--- src/rtl/arm_pkg.sv ---
// Shared datapath constants and MEM-stage FSM state encoding for the ARM pipeline.
package arm_pkg;

    localparam int BIT_NUMBER = 32;
    localparam int MEM_BASE   = 1024;

    typedef enum logic [1:0] {
        IDLE   = 2'd0,
        ACCESS = 2'd1,
        DONE   = 2'd2
    } mem_state_t;

endpackage

--- src/rtl/mem_wb_stage_reg.sv ---
// MEM/WB pipeline register: plain async-reset flops, one-edge latency.
// No backpressure of its own; the parent presents bubble or hold values on the d side.
module mem_wb_stage_reg
    import arm_pkg::*;
#(
    parameter int BIT_NUMBER = arm_pkg::BIT_NUMBER
) (
    input  logic                  clk,
    input  logic                  rst,
    input  logic                  wb_en_d,
    input  logic                  mem_r_en_d,
    input  logic [BIT_NUMBER-1:0] alu_result_d,
    input  logic [BIT_NUMBER-1:0] mem_data_d,
    input  logic [3:0]            dest_d,
    output logic                  wb_en,
    output logic                  mem_r_en,
    output logic [BIT_NUMBER-1:0] alu_result,
    output logic [BIT_NUMBER-1:0] mem_data,
    output logic [3:0]            dest
);

    always_ff @(posedge clk or posedge rst) begin
        if (rst) begin
            wb_en      <= 1'b0;
            mem_r_en   <= 1'b0;
            alu_result <= '0;
            mem_data   <= '0;
            dest       <= 4'd0;
        end else begin
            wb_en      <= wb_en_d;
            mem_r_en   <= mem_r_en_d;
            alu_result <= alu_result_d;
            mem_data   <= mem_data_d;
            dest       <= dest_d;
        end
    end

endmodule

--- src/rtl/mem_stage.sv ---
// MEM stage with req/ack data-memory port; memory op acked on ACCESS cycle k lands in MEM/WB k+2 edges after issue.
// Backpressure: freeze stalls PC and IF/ID/EXE from op presentation until the DONE cycle.
module mem_stage
    import arm_pkg::*;
#(
    parameter int BIT_NUMBER = arm_pkg::BIT_NUMBER,
    parameter int ADDR_W     = 16,
    parameter int MEM_BASE   = arm_pkg::MEM_BASE
) (
    input  logic                  clk,
    input  logic                  rst,
    input  logic                  wb_en_in,
    input  logic                  mem_r_en_in,
    input  logic                  mem_w_en_in,
    input  logic [BIT_NUMBER-1:0] alu_result_in,
    input  logic [BIT_NUMBER-1:0] val_rm_in,
    input  logic [3:0]            dest_in,
    output logic                  mem_req,
    output logic                  mem_we,
    output logic [ADDR_W-1:0]     mem_addr,
    output logic [BIT_NUMBER-1:0] mem_wdata,
    input  logic [BIT_NUMBER-1:0] mem_rdata,
    input  logic                  mem_ack,
    output logic                  freeze,
    output logic                  wb_en,
    output logic                  mem_r_en,
    output logic [BIT_NUMBER-1:0] alu_result,
    output logic [BIT_NUMBER-1:0] mem_data,
    output logic [3:0]            dest
);

    mem_state_t state_q;
    mem_state_t state_d;

    logic                  op_in;
    logic                  freeze_raw;
    logic [BIT_NUMBER-1:0] byte_off;
    logic [ADDR_W-1:0]     word_addr;
    logic [BIT_NUMBER-1:0] rdata_q;

    logic                  wb_en_d;
    logic                  mem_r_en_d;
    logic [BIT_NUMBER-1:0] alu_result_d;
    logic [BIT_NUMBER-1:0] mem_data_d;
    logic [3:0]            dest_d;

    assign op_in = mem_r_en_in | mem_w_en_in;

    // Low two byte-address bits drop out in the shift; the window wraps modulo 2^ADDR_W.
    assign byte_off  = alu_result_in - BIT_NUMBER'(MEM_BASE);
    assign word_addr = ADDR_W'(byte_off >> 2);

    always_ff @(posedge clk or posedge rst) begin
        if (rst) begin
            state_q <= IDLE;
        end else begin
            state_q <= state_d;
        end
    end

    always_comb begin
        state_d = state_q;
        case (state_q)
            IDLE:    if (op_in)   state_d = ACCESS;
            ACCESS:  if (mem_ack) state_d = DONE;
            DONE:    state_d = IDLE;
            default: state_d = IDLE;
        endcase
    end

    always_comb begin
        mem_req      = 1'b0;
        freeze_raw   = 1'b0;
        wb_en_d      = 1'b0;
        mem_r_en_d   = 1'b0;
        alu_result_d = alu_result;
        mem_data_d   = mem_data;
        dest_d       = dest;
        case (state_q)
            IDLE: begin
                if (op_in) begin
                    freeze_raw = 1'b1;
                end else begin
                    wb_en_d      = wb_en_in;
                    mem_r_en_d   = mem_r_en_in;
                    alu_result_d = alu_result_in;
                    mem_data_d   = '0;
                    dest_d       = dest_in;
                end
            end
            ACCESS: begin
                mem_req    = 1'b1;
                freeze_raw = 1'b1;
            end
            DONE: begin
                wb_en_d      = wb_en_in;
                mem_r_en_d   = mem_r_en_in;
                alu_result_d = alu_result_in;
                mem_data_d   = rdata_q;
                dest_d       = dest_in;
            end
            default: begin
                freeze_raw = 1'b0;
            end
        endcase
    end

    // Reset parks the FSM in IDLE, where a held EXE op would otherwise raise freeze.
    assign freeze = freeze_raw & ~rst;

    always_ff @(posedge clk or posedge rst) begin
        if (rst) begin
            mem_we    <= 1'b0;
            mem_addr  <= '0;
            mem_wdata <= '0;
            rdata_q   <= '0;
        end else begin
            if (state_q == IDLE && op_in) begin
                mem_we    <= mem_w_en_in & ~mem_r_en_in;
                mem_addr  <= word_addr;
                mem_wdata <= val_rm_in;
            end
            if (state_q == ACCESS && mem_ack) begin
                rdata_q <= mem_we ? '0 : mem_rdata;
            end
        end
    end

    mem_wb_stage_reg #(
        .BIT_NUMBER(BIT_NUMBER)
    ) u_mem_wb (
        .clk         (clk),
        .rst         (rst),
        .wb_en_d     (wb_en_d),
        .mem_r_en_d  (mem_r_en_d),
        .alu_result_d(alu_result_d),
        .mem_data_d  (mem_data_d),
        .dest_d      (dest_d),
        .wb_en       (wb_en),
        .mem_r_en    (mem_r_en),
        .alu_result  (alu_result),
        .mem_data    (mem_data),
        .dest        (dest)
    );

endmodule

--- config.mk ---
export PLATFORM = sky130hd
export DESIGN_NAME = mem_stage
export DESIGN_NICKNAME = d
export VERILOG_FILES = /design/src/rtl/arm_pkg.sv /design/src/rtl/mem_wb_stage_reg.sv /design/src/rtl/mem_stage.sv
export SDC_FILE = /design/constraint.sdc
export NUM_CORES = 1
export LEC_CHECK = 0
export CORE_ASPECT_RATIO = 0.9
export CORE_MARGIN = 4
export CORE_UTILIZATION = 35
export DETAILED_ROUTE_END_ITERATION = 8
export DONT_BUFFER_PORTS = 1
export SETUP_SLACK_MARGIN = 0.3
export SYNTH_ARGS = -nofsm -noshare
export SYNTH_HDL_FRONTEND = slang
export SYNTH_SLANG_ARGS = --single-unit
--- constraint.sdc ---
create_clock -name clk -period 4.9 [get_ports clk]
set_clock_uncertainty 0.1 [all_clocks]
set_input_delay 0.735 -clock clk [delete_from_list [all_inputs] [get_ports clk]]
set_output_delay 0.735 -clock clk [all_outputs]
set_load 0.02 [all_outputs]
==> key figures <==
Synthesis
  • Syn. warnings: 0
  • Synth Area in Compound Gates: 9.31%
  • Syn Area/Cell: about 14 µm²
  • Xor/xnor share of the synthesized area: less than 1%
  • Largest family of logic cells by synthesized area: multiplexers
  • Synth Register Bits: 153
  • Syn Inst Count: ~430
  • Mapped Area: slightly below 0.006 mm²
  • Number of synthesized flops with an enable pin: 0
  • Post-Synth Adder-Cell Area: less than 1%
  • Seq/Total Area, Yosys: roughly 65%
  • Unique masters post-synth: 28
  • Fraction of registers with async set/reset: between 90% and 100%
  • Post-Synth Simple-Gate Area: approximately 7.2%
  • Syn_nets: ~540
  • Top_reg_cell synth: dfrtp_1
  • Mux cell area share after synthesis: 15.2%

Timing
  • Final Hold Slack: between 0.2 and 0.3 ns
  • Final Hold Viols: 0
  • Worst Tran Pin Value: between 0.9 and 1 ns
  • Unrepaired setup endpoints after global routing: false
  • Headroom to the max-slew limit: 34.6%
  • Final setup fails: 0
  • Final Critical Period: ~2.4 ns
  • Slew Viols, Final: 0
  • Setup_tns: 0 ns
  • Final Cycle Share: between 40% and 50%
  • FMAX: ~0.42 GHz

Layout
  • Layout Nets: 537
  • Most common cell after layout, fill and taps aside: dfrtp_1
  • Post-layout util: roughly two fifths
  • Antenna cells: 0
  • Fillers: ~1500
  • Finished Layout Cells: between 600 and 700
  • Most frequent cells in the layout: dfrtp_1, mux2_2, o21ai_0
  • Share of cells above drive strength 1: 27.1%
  • Area Growth Syn to Fin: 13.9%
  • Fin area: about 0.0067 mm²

CTS
  • # hold bufs at CTS: 0
  • Later-pin clock latency in the skew report: between 0.4 and 0.5 ns
  • Post-CTS Setup Inserts: 0
  • Total CTS buffers: 17
  • Clk sinks: 153
  • CTS clock-pin slew for the worst setup and hold paths: 0.06 ns
  • H-tree depth: 4
  • Post-CTS sizing: 0
  • Clock Path Buffers: 2
  • Root Driver: clkbuf_16
  • TritonCTS clock tree: built

Routing
  • DRC Markers: 0
  • 1st-iter DRT viols: around 150
  • Router iterations before antenna repair: 4
  • Detail Route Antenna Nets: 0
  • Vias per cell: 5.08
  • Detailed-route wire length: 13200 µm
  • Via count: 3295
  • Routed len/inst: just over 20 µm

Floorplan
  • Num ports: 227
  • Number of core rows: 44
  • Initial Utilization: 36.0%
  • Die height: 131 µm
  • DIE WIDTH: roughly 140 µm
  • Die area: 0.0189 mm²
  • Placeable Area: 0.0163 mm²

Global routing
  • Pin count of the biggest net entering global routing: 110
  • Gr usage total: between 10% and 20%
  • First-pass GRT wire length: between 15000 and 20000 µm
  • Grt ovf: 0
  • Vias in the first global route: 3537
  • Antenna violations before repair: 0

Critical path
  • Crit path largest cell delay: about 0.52 ns
  • Worst Path Required: between 4 and 5 ns
  • Critical path class: reg2out
  • Slowest CP cell: nor3_1
  • CP Capture Type: output pin
  • Critical Path AT: approximately 1.6 ns
  • Worst Path Max Fanout: 7
  • Crit path cell chain: nor2_1, nor3_1
  • CP startpoint kind: flip-flop

Power and ir drop
  • Power Dens Cells: 806 mW/mm²
  • Leakage Power: about 2.9 nW
  • Maximum vdd drop: between 0.3 and 0.4 mV

Job
  • Max Cap Violations: 0

Worst hold path
  • Min-Delay Path Class: in2async

Place
  • Placed inst area: 0.00608 mm²
  • Gp weighted congestion: a little over 0.7
  • Placed Cells: around 620
  • Port bufs: 0
  • Dpl hpwl: around 9400 µm

Outcome
  • Run status: finished clean
-- state kept, by name, summed over array words and instances (netlist names) --
| signal | flops |
|---|---|
| mem_wdata | 32 |
| rdata_q | 32 |
| u_mem_wb.alu_result | 32 |
| u_mem_wb.mem_data | 32 |
| mem_addr | 16 |
| u_mem_wb.dest | 4 |
| state_q | 2 |
| mem_we | 1 |
| u_mem_wb.mem_r_en | 1 |
| u_mem_wb.wb_en | 1 |
-- per-stage QoR --
step | power, W | setup slack [ns]
3_3_place_gp | 0.00406 | 2.39
5_1_grt | 0.00570 | 2.42
6_report | 0.00538 | 2.52
3_5_place_dp | 0.00413 | 2.35
4_1_cts | 0.00546 | 2.46
2_1_floorplan | 0.00376 | 2.13
-- synth_stat cells, types with 2 or more instances --
cell type	count	share of area, %
inv_1	7	0.45
dfrtp_1	153	65
nor3_1	2	0.17
or3_1	3	0.32
nand2_1	32	2.1
o21ai_0	34	2.9
mux2_2	78	15
nand2b_1	32	3.4
nor2b_1	2	0.21
a22o_1	32	4.8
a21oi_1	8	0.68
a31oi_1	4	0.43
clkbuf_1	17	1.1
o31ai_1	2	0.26
nor2_1	4	0.26
xnor2_1	2	0.30
buf_2	9	0.77
-- report_power, final --
part	internal [W]	switching, W	total [W]
combinational	0.000597	0.000455	0.00105
sequential	0.00189	0.00113	0.00302
clock	0.000810	0.000498	0.00131
-- metal layers --
metal	GRT usage (%)	vias to the layer above	share of wire [%]
li1	-	1499	-
met1	16.2	1676	39
met2	22.9	113	52
met3	6.84	7	8.3
met4	3.62	0	0.82
met5	0	-	0
-- path summary, 6_finish.rpt --
path,slack [ns],cells after the start,end,startpoint
setup / recovery,2.52,2,freeze,state_q[0]
hold / removal,0.29,1,mem_wdata[3],rst
setup reg to reg,2.64,3,u_mem_wb.alu_result[9],state_q[1]
hold reg to reg,0.38,2,rdata_q[25],rdata_q[25]
max in group asynchronous,3.33,2,u_mem_wb.alu_result[22],rst
min in group clk,0.31,1,mem_we,mem_r_en_in
-- worst max-delay path: cells and delay by family, from the launching register on --
family           cells  cell delay [ns]
flip-flops           1             0.50
AND/OR/NAND/NOR      2             0.64
-- kinds of logic (layout without fill, tap and decap cells) --
kind of cell	Yosys count	after routing
flops	153	153
xor+xnor	2	2
compound gates	82	82
fa+ha+maj	1	1
mux	79	79
simple gates	81	81
buf+inv	34	44
-- layout make-up --
cell class	count	area, µm²	area share, %
clock inverter	12	150	2.25
sequential	153	3830	57.4
multi-input combinational	245	1910	28.6
timing repair buffer	6	57.6	0.862
inverter	7	30.0	0.450
clock buffer	19	443	6.64
tap	207	259	3.88
No activity file was read; power rests on OpenSTA's default activity.
